### config.mk
export PLATFORM = sky130hd
export DESIGN_NAME = keypad_scan_p_flat
export DESIGN_NICKNAME = d
export VERILOG_FILES = /design/src/rtl/keypad_scan_p_if.sv /design/src/rtl/keypad_scan_p.sv /design/src/flat_wrapper.sv
export SDC_FILE = /design/constraint.sdc
export NUM_CORES = 1
export LEC_CHECK = 0
export ABC_AREA = 0
export CORE_AREA = 2 2 114 116
export CTS_CLUSTER_DIAMETER = 40
export CTS_CLUSTER_SIZE = 40
export DETAILED_ROUTE_END_ITERATION = 10
export DIE_AREA = 0 0 116 118
export DONT_BUFFER_PORTS = 1
export SYNTH_ARGS = -nofsm -noshare
export SYNTH_HDL_FRONTEND = slang
export SYNTH_SLANG_ARGS = --single-unit
### constraint.sdc
create_clock -name clk -period 11.9 [get_ports clk]
set_input_delay 1.785 -clock clk [delete_from_list [all_inputs] [get_ports clk]]
set_output_delay 1.785 -clock clk [all_outputs]
set_load 0.05 [all_outputs]
### src/rtl/keypad_scan_p_if.sv
// Keypad scanner bus: row sense lines in, column drive and accepted-key report out.
interface keypad_scan_p_if;
  logic [3:0] row;
  logic [3:0] col;
  logic [3:0] key_code;
  logic       key_valid;
  logic       key_held;

  // Scanner side
  modport slave (
    input  row,
    output col,
    output key_code,
    output key_valid,
    output key_held
  );

  // Keypad / host side
  modport master (
    output row,
    input  col,
    input  key_code,
    input  key_valid,
    input  key_held
  );
endinterface

### src/rtl/keypad_scan_p.sv
// 4x4 matrix keypad scanner with ghost rejection and press/release debouncing.
module keypad_scan_p #(
  parameter int unsigned SCAN_PERIOD    = 100000,
  parameter int unsigned DEBOUNCE_SCANS = 4
) (
  input  logic           clk,
  input  logic           reset,
  keypad_scan_p_if.slave kp
);

  localparam int unsigned CNT_W = (SCAN_PERIOD > 1) ? $clog2(SCAN_PERIOD) : 1;
  localparam int unsigned DEB_W = $clog2(DEBOUNCE_SCANS + 1);
  localparam logic [CNT_W-1:0] TICK_LAST = CNT_W'(SCAN_PERIOD - 1);
  localparam logic [DEB_W-1:0] DEB_LAST  = DEB_W'(DEBOUNCE_SCANS);
  localparam logic [DEB_W-1:0] DEB_ONE   = DEB_W'(1);
  localparam logic [3:0]       COL0_SEL  = 4'b0001;

  typedef enum logic [1:0] {
    IDLE,
    DEB_PRESS,
    PRESSED,
    DEB_RELEASE
  } state_e;

  logic [3:0]       row_meta_q;
  logic [3:0]       row_sync_q;
  logic [CNT_W-1:0] tick_cnt_q;
  logic [1:0]       col_idx_q;
  logic [3:0]       col_q;
  logic [3:0][3:0]  snap_q;

  state_e           state_q;
  logic [3:0]       latch_q;
  logic [DEB_W-1:0] deb_cnt_q;
  logic [3:0]       key_code_q;
  logic             key_valid_q;
  logic             key_held_q;

  logic             tick;
  logic             full_scan;
  logic [1:0]       col_idx_d;
  logic [15:0]      scan_c;
  logic [4:0]       low_cnt;
  logic [3:0]       cand_code;
  logic             cand_valid;
  logic [DEB_W-1:0] deb_inc;

  assign tick      = (tick_cnt_q == TICK_LAST);
  assign full_scan = tick && (col_idx_q == 2'd3);
  assign col_idx_d = col_idx_q + 2'd1;
  assign deb_inc   = deb_cnt_q + DEB_ONE;

  // Row synchronizer, scan timebase, column drive and per-column snapshots
  always_ff @(posedge clk or negedge reset) begin
    if (!reset) begin
      row_meta_q <= 4'hF;
      row_sync_q <= 4'hF;
      tick_cnt_q <= '0;
      col_idx_q  <= 2'd0;
      col_q      <= 4'b1110;
      snap_q     <= '1;
    end else begin
      row_meta_q <= kp.row;
      row_sync_q <= row_meta_q;
      if (tick) begin
        tick_cnt_q        <= '0;
        snap_q[col_idx_q] <= row_sync_q;
        col_idx_q         <= col_idx_d;
        col_q             <= ~(COL0_SEL << col_idx_d);
      end else begin
        tick_cnt_q <= tick_cnt_q + CNT_W'(1);
      end
    end
  end

  // Full-scan image: column 3 is taken live since it is sampled on this same tick
  always_comb begin
    scan_c    = {row_sync_q, snap_q[2], snap_q[1], snap_q[0]};
    low_cnt   = 5'd0;
    cand_code = 4'd0;
    for (int i = 0; i < 16; i++) begin
      if (!scan_c[i]) begin
        low_cnt   = low_cnt + 5'd1;
        cand_code = 4'(i);
      end
    end
  end

  // Only a single pressed key forms a candidate; two or more is ghosting
  assign cand_valid = (low_cnt == 5'd1);

  // Debounce FSM, advanced only on full-scan ticks
  always_ff @(posedge clk or negedge reset) begin
    if (!reset) begin
      state_q     <= IDLE;
      latch_q     <= 4'd0;
      deb_cnt_q   <= '0;
      key_code_q  <= 4'd0;
      key_valid_q <= 1'b0;
      key_held_q  <= 1'b0;
    end else begin
      key_valid_q <= 1'b0;
      if (full_scan) begin
        case (state_q)
          IDLE: begin
            if (cand_valid) begin
              latch_q   <= cand_code;
              deb_cnt_q <= DEB_ONE;
              if (DEB_LAST == DEB_ONE) begin
                state_q     <= PRESSED;
                key_code_q  <= cand_code;
                key_valid_q <= 1'b1;
                key_held_q  <= 1'b1;
              end else begin
                state_q <= DEB_PRESS;
              end
            end
          end
          DEB_PRESS: begin
            if (!cand_valid) begin
              state_q <= IDLE;
            end else if (cand_code != latch_q) begin
              latch_q   <= cand_code;
              deb_cnt_q <= DEB_ONE;
            end else if (deb_inc == DEB_LAST) begin
              deb_cnt_q   <= deb_inc;
              state_q     <= PRESSED;
              key_code_q  <= latch_q;
              key_valid_q <= 1'b1;
              key_held_q  <= 1'b1;
            end else begin
              deb_cnt_q <= deb_inc;
            end
          end
          PRESSED: begin
            if (!cand_valid || (cand_code != key_code_q)) begin
              deb_cnt_q <= DEB_ONE;
              if (DEB_LAST == DEB_ONE) begin
                state_q    <= IDLE;
                key_held_q <= 1'b0;
              end else begin
                state_q <= DEB_RELEASE;
              end
            end
          end
          DEB_RELEASE: begin
            if (cand_valid && (cand_code == key_code_q)) begin
              state_q <= PRESSED;
            end else if (deb_inc == DEB_LAST) begin
              deb_cnt_q  <= deb_inc;
              state_q    <= IDLE;
              key_held_q <= 1'b0;
            end else begin
              deb_cnt_q <= deb_inc;
            end
          end
          default: state_q <= IDLE;
        endcase
      end
    end
  end

  assign kp.col       = col_q;
  assign kp.key_code  = key_code_q;
  assign kp.key_valid = key_valid_q;
  assign kp.key_held  = key_held_q;

endmodule

### src/flat_wrapper.sv
// flat-port wrapper written by rule: the top's interface ports become plain ports
module keypad_scan_p_flat 
#(
  parameter int unsigned SCAN_PERIOD    = 100000,
  parameter int unsigned DEBOUNCE_SCANS = 4
)
  (clk, reset, kp_row, kp_col, kp_key_code, kp_key_valid, kp_key_held);
  keypad_scan_p_if kp_i ();
  input  logic clk;
  input  logic reset;
  input wire logic [$bits(kp_i.row)-1:0] kp_row;
  output wire logic [$bits(kp_i.col)-1:0] kp_col;
  output wire logic [$bits(kp_i.key_code)-1:0] kp_key_code;
  output wire logic [$bits(kp_i.key_valid)-1:0] kp_key_valid;
  output wire logic [$bits(kp_i.key_held)-1:0] kp_key_held;
  assign kp_i.row = kp_row;
  assign kp_col = kp_i.col;
  assign kp_key_code = kp_i.key_code;
  assign kp_key_valid = kp_i.key_valid;
  assign kp_key_held = kp_i.key_held;
  keypad_scan_p #(.SCAN_PERIOD(SCAN_PERIOD), .DEBOUNCE_SCANS(DEBOUNCE_SCANS)) u_core (.clk(clk), .reset(reset), .kp(kp_i));
endmodule
## Yosys cells after proc, flatten, opt, wreduce, memory -nomap -nowiden

Index checks and enable logic that the tools add are counted.

- $add $sub $neg: 18
- Order comparisons: 2
- Equality and inequality tests: 21
- Shift-type cells: 1
- Muxes and demuxes: 64
- Bitwise operators: 2
- Reductions and logical operators: 13

Operators with widths:

| operator | number |
|---|---|
| $mux W5 | 15 |
| $add A5 B1 Y5 const B | 14 |
| $mux W4 | 12 |
| $mux W3 | 9 |
| $mux W2 | 9 |
| $add A17 B1 Y17 const B | 1 |
| $eq A17 B17 Y1 const B | 1 |
| $mux W17 | 1 |
| $bwmux W16 | 1 |
| $reduce_and A5 Y1 | 3 |
| $mux W1 | 12 |
| $ne A2 B1 Y1 const B | 6 |
| $pmux W3 S4 | 1 |
| $demux W4 S2 | 1 |
| $ne A4 B4 Y1 | 2 |
| $pmux W2 S4 | 1 |
| $pmux W4 S2 | 1 |
| $reduce_and A7 Y1 | 1 |
| $eq A2 B2 Y1 const B | 3 |
| $ne A3 B3 Y1 const B | 2 |
| $reduce_and A6 Y1 | 1 |
| $eq A5 B1 Y1 const B | 1 |
| $eq A4 B4 Y1 | 1 |
| $ne A2 B2 Y1 const B | 2 |
| 17 further kinds | 20 |

- Register bits: 62
- Bits of input ports: 6

## Logic depth before layout (Yosys ltp)

Gate-level depths: netlist of run 1.

- Word-level depth: 36
- Mapped depth: 55
- Gate-level depth less buffers: 55

## Least setup slack after synthesis of run 1

No wires, ideal clock.

- Path type: register to register
- From: register u_core.snap_q (netlist bit u_core.scan_c[0])
- To: register u_core.key_code_q[0], in the netlist u_core.kp.key_code[0]
- Library setup time: 0.125 ns
- Arrival time: 9.698 ns
- Slack: 2.077 ns
- Stages on the path, launching flop included: 55
- Path buffers: 1
- Clock period less this slack: 9.823 ns
- Cell sequence: dfstp_2 > inv_1 > ha_1 > xnor2_1 > ha_1 > nor2_1 > a31oi_1 > ha_1 > nand2b_1 > nand2_1 > ha_1 > inv_1 > o21ai_0 > nor2_1 > inv_1 > ha_1 > nand2b_1 > nand2_1 > [... 19 more ...] > a31oi_1 > o21a_1 > ha_1 > mux2i_1 > inv_1 > ha_1 > nor2_1 > a21oi_1 > ha_1 > xnor3_1 > nor3b_1 > a21oi_1 > o221a_2 > nor3_1 > nand2_4 > or4_4 > buf_6 > mux2_4

- Longest elaborated chain between the ends: 33

Ends and longest elaborated chain:

| element | RTL line | RTL |
|---|---|---|
| from (decl) | keypad_scan_p.sv:30 | `logic [3:0][3:0] snap_q;` |
| from (signal, indexed assignment) | keypad_scan_p.sv:67 | `snap_q[col_idx_q] <= row_sync_q;` |
| $mux W1 (*) | keypad_scan_p.sv:82 | `if (!scan_c[i]) begin` |
| $add A1 B1 Y2 | keypad_scan_p.sv:83 | `low_cnt = low_cnt + 5'd1;` |
| $mux W5 (*) | keypad_scan_p.sv:82 |  |
| $add A5 B1 Y5 | keypad_scan_p.sv:83 |  |
| $mux W5 (*) | keypad_scan_p.sv:82 |  |
| $add A5 B1 Y5 | keypad_scan_p.sv:83 |  |
| $mux W5 (*) | keypad_scan_p.sv:82 |  |
| $add A5 B1 Y5 | keypad_scan_p.sv:83 |  |
| [... 17 more ...] | - |  |
| $add A5 B1 Y5 | keypad_scan_p.sv:83 |  |
| $mux W5 (*) | keypad_scan_p.sv:82 |  |
| $add A5 B1 Y5 | keypad_scan_p.sv:83 |  |
| $mux W5 (*) | keypad_scan_p.sv:82 |  |
| $add A5 B1 Y5 | keypad_scan_p.sv:83 |  |
| $mux W5 (*) | keypad_scan_p.sv:82 |  |
| $eq A5 B1 Y1 (*) | keypad_scan_p.sv:90 | `assign cand_valid = (low_cnt == 5'd1);` |
| $reduce_and A5 Y1 (no line) (*) | - |  |
| to (signal assigned) | keypad_scan_p.sv:111 | `key_code_q <= cand_code;` |
| to (signal assigned) | keypad_scan_p.sv:128 | `key_code_q <= latch_q;` |
| to (decl) | keypad_scan_p.sv:35 | `logic [3:0] key_code_q;` |

Every way passes the cells marked *; elsewhere a longest branch is shown, timed or not.
A chain may end at the register's enable or synchronous reset.

## Worst setup path after layout of run 1

- From: register u_core.snap_q (netlist bit u_core.scan_c[0])
- To: register u_core.key_code_q[2], in the netlist u_core.kp.key_code[2]

Same word-level chain as after synthesis.

==> flow_metrics.env, run 1 <==
export IMPL_final_layout_size_suffix_gt1_frac=0.143
export IMPL_ys_seq_elements=58
export IMPL_clkPwrFrac=0.533
export IMPL_grt_pass1_vias=3361
export IMPL_r2r_end="u_core.kp.key_code[2]"
export IMPL_clock_path_buffers=2
export IMPL_drv_slew=0
export IMPL_cpPeakStageDelay_ns=0.66
export IMPL_synth_edf_count=0
export IMPL_root_buffer="clkbuf_16"
export IMPL_insertion_delay_ns=0.33
export IMPL_synth_top_family_by_area="simple AND/OR/NAND/NOR gates"
export IMPL_synth_simple_area_share=0.188
export IMPL_path_clk_slew_ns=0.05
export IMPL_postCtsHoldBufs=0
export IMPL_die_x_microns=116
export IMPL_synth_compound_area_share=0.143
export IMPL_cts_tree="yes"
export IMPL_rows=41
export IMPL_postCtsSetupRepairBufs=0
export IMPL_synth_cells=483
export IMPL_tightest_slew_ns=0.707
export IMPL_r2r_start="u_core.scan_c[0]"
export IMPL_max_freq_mhz=92.4
export IMPL_startpoint="u_core.scan_c[0]"
export IMPL_cp_arrival_ns=11.03
export IMPL_cp_start_kind="register"
export IMPL_crit_path_end_kind="register"
export IMPL_fin_crit_ns=10.83
export IMPL_cts_sinks=58
export IMPL_syn_cell_area_sq_um=4520
export IMPL_cap_violations=0
export IMPL_holdPathStages=0
export IMPL_drt_total_wl_mm=8.93
export IMPL_placedCellCount=637
export IMPL_synthArstFlopShare=1.00
export IMPL_vias_per_cell=5.13
export IMPL_hold_class="reg2reg"
export IMPL_p_comb_frac=0.040
export IMPL_p_seq_frac=0.428
export IMPL_nNetsFinal=504
export IMPL_synth_area_mux_share=0.0507
export IMPL_port_buffers=0
export IMPL_finalWorstSetupSlack_ns=1.07
export IMPL_finalCritPeriodShare=0.910
export IMPL_finClkSkew_ns=0.00546
export IMPL_antenna_cells=0
export IMPL_grt_overflow_total=0
export IMPL_ant_nets=0
export IMPL_irDropWorstVdd_mv=0.0905
export IMPL_cts_resized_gates=0
export IMPL_cts_made_buffers=9
export IMPL_p_leak_nw=2.01
export IMPL_synthXorXnorAreaFrac=0.186
export IMPL_critPathMaxFanout=8
export IMPL_initial_core_util=0.364
export IMPL_vias=3352
export IMPL_switchingPower_mw=0.100
export IMPL_crit_required_ns=12.11
export IMPL_track_usage=0.141
export IMPL_synthesis_nets=511
export IMPL_seq_area_frac_synth=0.328
export IMPL_die_y_microns=118
export IMPL_holdCritStartpoint="u_core.row_meta_q[0]"
export IMPL_num_io_pins=16
export IMPL_drt_iter0_drc=215
export IMPL_path_class="reg2reg"
export IMPL_drc_errors=0
export IMPL_slowest_stage="or4_4"
export IMPL_slew_headroom=0.523
export IMPL_yosys_warnings=0
export IMPL_utilization=0.399
export IMPL_n_fill_cell=1236
export IMPL_r2r_slack_ns=1.07
export IMPL_wl_per_cell_microns=13.7
export IMPL_syn_area_per_cell_sq_um=9.35
export IMPL_whs_endpoint="u_core.row_sync_q[0]"
export IMPL_grt_pass1_wl_mm=15.8
export IMPL_hold_viol=0
export IMPL_grt_antenna_before_repair=0
export IMPL_hpwl_mm=6.60
export IMPL_power_density_nw_per_um2=96.1
export IMPL_place_congestion=0.806
export IMPL_coreArea_sq_um=12400
export IMPL_synth_main_ff_cell="dfrtp_1"
export IMPL_htree_levels=3
export IMPL_dpl_worst_slack_ns=1.16
export IMPL_grt_max_degree=59
export IMPL_yosysUniqueCellTypes=68
export IMPL_fin_tns_setup_ns=0
export IMPL_synth_adder_area_share=0.0609
export IMPL_syn_to_final_growth_pct=9.75
export IMPL_power_total_mw=0.476
export IMPL_outcome="complete, no violations"
export IMPL_ff2ff_path_depth=53
export IMPL_layoutNonFillerInstCount=653
export IMPL_rsz0062_at_grt="false"
export IMPL_intPower_mw=0.376
export IMPL_crit_top_cell="ha_1"
export IMPL_swShare=0.211
export IMPL_dieArea_sq_um=13700
export IMPL_firstDrtPassIters=4
export IMPL_finalSetupViolCount=0
[logic make-up after synthesis]
group	count (synthesis)
AND/OR/NAND/NOR	167
AO/OA/AOI/OAI	97
XOR/XNOR	70
flip-flops	58
buffers and inverters	49
adder cells (fa/ha/maj)	22
multiplexers	20
[per-stage QoR]
stage / hold slack [ns] / instance area [sq um]
after floorplan: 0.345 / 4520
after global placement: 0.346 / 4660
after detailed placement: 0.349 / 4660
after CTS: 0.356 / 4960
after global routing: 0.357 / 4960
final: 0.355 / 4960
[flip-flops by register name, indices dropped and copies added (netlist names)]
signal               cells
u_core.tick_cnt_q       17
u_core.deb_cnt_q         3
u_core.row_sync_q        4
u_core.row_meta_q        4
u_core.kp.key_valid      1
u_core.scan_c           12
u_core.latch_q           4
u_core.kp.key_code       4
u_core.kp.col            4
u_core.col_idx_q         2
u_core.state_q           2
u_core.kp.key_held       1
[cell usage in the layout (no fill, tap or decap), types with 6 or more instances in the layout]
cell type,instances
mux2i_1,9
dfstp_2,23
a21oi_1,18
and3_1,7
nor3_1,9
clkbuf_16,9
and2_1,8
a31oi_1,12
xnor2_1,38
nand2_1,47
xor2_1,13
mux2_2,6
nand3_1,15
nor2b_1,11
nor2_1,35
xnor3_1,9
ha_1,22
o21ai_0,29
dfrtp_1,35
inv_1,28
[worst max-delay path by stage]
stage / slack (ns) / endpoint / cells after the start
6_report: 1.07 / u_core.kp.key_code[2] / 53
5_1_grt: 0.09 / u_core.kp.key_code[2] / 53
4_1_cts: 1.09 / u_core.kp.key_code[2] / 53
3_5_place_dp: 1.16 / u_core.kp.key_code[2] / 53
3_3_place_gp: 1.54 / u_core.kp.key_code[3] / 53
2_1_floorplan: 2.08 / u_core.kp.key_code[0] / 54
[power groups by stage]
| stage | sequential, mW | clock [mW] | combinational, mW |
|---|---|---|---|
| 2_1_floorplan | 0.204 | 0 | 0.0175 |
| 5_1_grt | 0.204 | 0.267 | 0.0214 |
| 3_5_place_dp | 0.207 | 0 | 0.0188 |
| 4_1_cts | 0.204 | 0.260 | 0.0189 |
| 6_report | 0.204 | 0.254 | 0.0189 |
| 3_3_place_gp | 0.207 | 0 | 0.0180 |
[cells in the mapped netlist (all sizes together) (6+ instances only)]
cell,instances,share of area
nor2,35,0.029
buf,6,0.0083
mux2,11,0.031
dfrtp,35,0.19
nor3,9,0.010
and2,8,0.011
xnor2,40,0.081
nand3,15,0.017
nand2,48,0.042
a21oi,18,0.020
a31oi,12,0.017
ha,22,0.061
dfstp,23,0.13
xor2,18,0.043
o21ai,29,0.032
nor2b,11,0.015
clkbuf,15,0.012
mux2i,9,0.020
inv,28,0.023
and3,7,0.0097
xnor3,10,0.050
[worst max-delay path, delay by kind of cell (launching register included)]
family,cells,cell delay [ns]
xor+xnor,2,0.53
fa+ha+maj,14,3.86
simple gates,18,2.72
mux,2,0.59
flops,1,0.52
compound gates,11,2.07
buf+inv,6,0.44
[layout make-up]
cell class / count / area [sq um] / area share
clock inverter: 5 / 53.8 / 0.0109
inverter: 28 / 105 / 0.0212
multi-input combinational: 376 / 2840 / 0.572
tap: 172 / 215 / 0.0434
clock buffer: 11 / 243 / 0.0490
timing repair buffer: 3 / 22.5 / 0.00454
sequential: 58 / 1480 / 0.299
[routing by layer]
metal | GRT usage | share of wire | vias up
met1 | 0.187 | 0.46 | 1634
met3 | 0.0237 | 0.023 | 13
li1 | - | - | 1674
met4 | 0.0484 | 0.015 | 0
met5 | 0 | 0 | -
met2 | 0.232 | 0.50 | 31
Power figures use the tool's default switching activity.
==> run 2, diff against run 1 <==
--- a/config.mk
+++ b/config.mk
@@ -12,6 +12,7 @@
 export DETAILED_ROUTE_END_ITERATION = 10
 export DIE_AREA = 0 0 116 118
 export DONT_BUFFER_PORTS = 1
+export SETUP_SLACK_MARGIN = 0.1
 export SYNTH_ARGS = -nofsm -noshare
 export SYNTH_HDL_FRONTEND = slang
 export SYNTH_SLANG_ARGS = --single-unit
==> flow_metrics.env, run 2 (synthesis gave the netlist of run 1 again) <==
export IMPL_outcome="complete, no violations"
export IMPL_die_y_microns=118
export IMPL_rows=41
export IMPL_vias_per_cell=5.16
export IMPL_crit_path_end_kind="register"
export IMPL_drt_iter0_drc=215
export IMPL_initial_core_util=0.364
export IMPL_path_clk_slew_ns=0.05
export IMPL_hpwl_mm=6.60
export IMPL_grt_antenna_before_repair=0
export IMPL_critPathMaxFanout=8
export IMPL_fin_crit_ns=10.63
export IMPL_seqCellArea_sq_um=1480
export IMPL_grt_pass1_wl_mm=15.8
export IMPL_hold_slack_ns=0.355
export IMPL_dpl_worst_slack_ns=1.16
export IMPL_fin_tns_setup_ns=0
export IMPL_path_class="reg2reg"
export IMPL_grt_overflow_total=0
export IMPL_crit_required_ns=12.11
export IMPL_ant_nets=0
export IMPL_cts_tree="yes"
export IMPL_slew_headroom=0.498
export IMPL_drv_slew=0
export IMPL_cpPeakStageDelay_ns=0.65
export IMPL_dieArea_sq_um=13700
export IMPL_cp_arrival_ns=10.83
export IMPL_track_usage=0.141
export IMPL_port_buffers=0
export IMPL_max_freq_mhz=94.1
export IMPL_final_common_cell="nand2_1"
export IMPL_grt_pass1_vias=3361
export IMPL_antenna_cells=0
export IMPL_drc_errors=0
export IMPL_die_x_microns=116
export IMPL_largest_reg_flops=17
export IMPL_slowest_stage="or4_4"
export IMPL_nNetsFinal=504
export IMPL_wl_per_cell_microns=13.9
export IMPL_finalSetupViolCount=0
export IMPL_cp_start_kind="register"
export IMPL_cap_violations=0
export IMPL_grt_max_degree=59
export IMPL_tightest_slew_ns=0.746
export IMPL_htree_levels=3
export IMPL_finClkSkew_ns=0.00541
export IMPL_hold_viol=0
export IMPL_hold_class="reg2reg"
export IMPL_finalWorstSetupSlack_ns=1.27
export IMPL_power_density_nw_per_um2=96.3
export IMPL_vias=3369
export IMPL_coreArea_sq_um=12400
export IMPL_finalCritPeriodShare=0.893
export IMPL_cts_made_buffers=9
export IMPL_insertion_delay_ns=0.33
export IMPL_syn_to_final_growth_pct=9.86
export IMPL_drt_total_wl_mm=9.05
export IMPL_multi_input_area_sq_um=2840
export IMPL_p_leak_nw=2.01
export IMPL_final_cell_mix="nand2_1, xnor2_1, nor2_1, dfrtp_1, o21ai_0"
export IMPL_crit_top_cell="ha_1"
export IMPL_place_congestion=0.806
export IMPL_clock_path_buffers=2
export IMPL_firstDrtPassIters=4
export IMPL_final_layout_size_suffix_gt1_frac=0.146
export IMPL_regMostFlops="u_core.tick_cnt_q"
export IMPL_n_fill_cell=1235
export IMPL_root_buffer="clkbuf_16"
export IMPL_rsz0062_at_grt="false"
export IMPL_num_io_pins=16
export IMPL_irDropWorstVdd_mv=0.0905
export IMPL_cts_sinks=58
-- run 2: layout make-up --
cell class | instances | share of cell area
inverter | 28 | 0.0212
clock buffer | 11 | 0.0489
tap | 172 | 0.0434
sequential | 58 | 0.298
multi-input combinational | 376 | 0.573
timing repair buffer | 3 | 0.00454
clock inverter | 5 | 0.0108
-- run 2: what timing repair did --
| action | CTS | global route |
|---|---|---|
| buffers inserted | 0 | 0 |
| endpoints found under the setup margin | 0 | 4 |
| resized for setup | 0 | 1 |
| hold buffers | 0 | 0 |
-- run 2: path summary, 6_finish.rpt --
check | endpoint | startpoint | depth (start not counted) | slack [ns]
max | u_core.kp.key_code[2] | u_core.scan_c[0] | 53 | 1.27
min | u_core.row_sync_q[0] | u_core.row_meta_q[0] | 0 | 0.36
max reg2reg | u_core.kp.key_code[2] | u_core.scan_c[0] | 53 | 1.27
min reg2reg | u_core.row_sync_q[0] | u_core.row_meta_q[0] | 0 | 0.36
max in group asynchronous | u_core.kp.col[2] | reset | 0 | 10.56
min in group asynchronous | u_core.deb_cnt_q[1] | reset | 0 | 1.15
-- run 2: where the power goes --
group | total, mW | switching, mW | internal (mW)
clock network | 0.255 | 0.0879 | 0.167
registers | 0.204 | 0.00324 | 0.200
logic | 0.0195 | 0.0107 | 0.00880
total | 0.478 | 0.102 | 0.376
-- run 2: per-layer routing --
metal	track usage	wire length, microns	share of wire	up-vias
li1	-	-	-	1672
met1	0.187	4190	0.46	1640
met2	0.232	4500	0.50	44
met3	0.0237	222	0.025	13
met4	0.0484	134	0.015	0
met5	0	0	0	-
-- run 2: worst max-delay path: cells and delay by family (launching register included) --
kind | cells | cell delay, ns
multiplexers | 2 | 0.59
AO/OA/AOI/OAI | 11 | 2.08
adder cells (fa/ha/maj) | 14 | 3.86
flip-flops | 1 | 0.52
XOR/XNOR | 2 | 0.54
buffers and inverters | 6 | 0.44
AND/OR/NAND/NOR | 18 | 2.49
-- run 2: per-stage QoR --
stage / cells / utilization / power [mW] / cell area, sq um
final: 653 / 0.400 / 0.478 / 4960
after global routing: 653 / 0.400 / 0.493 / 4960
after CTS: 653 / 0.399 / 0.483 / 4960
after detailed placement: 637 / 0.375 / 0.225 / 4660
after global placement: 637 / 0.375 / 0.225 / 4660
after floorplan: 483 / - / 0.222 / 4520
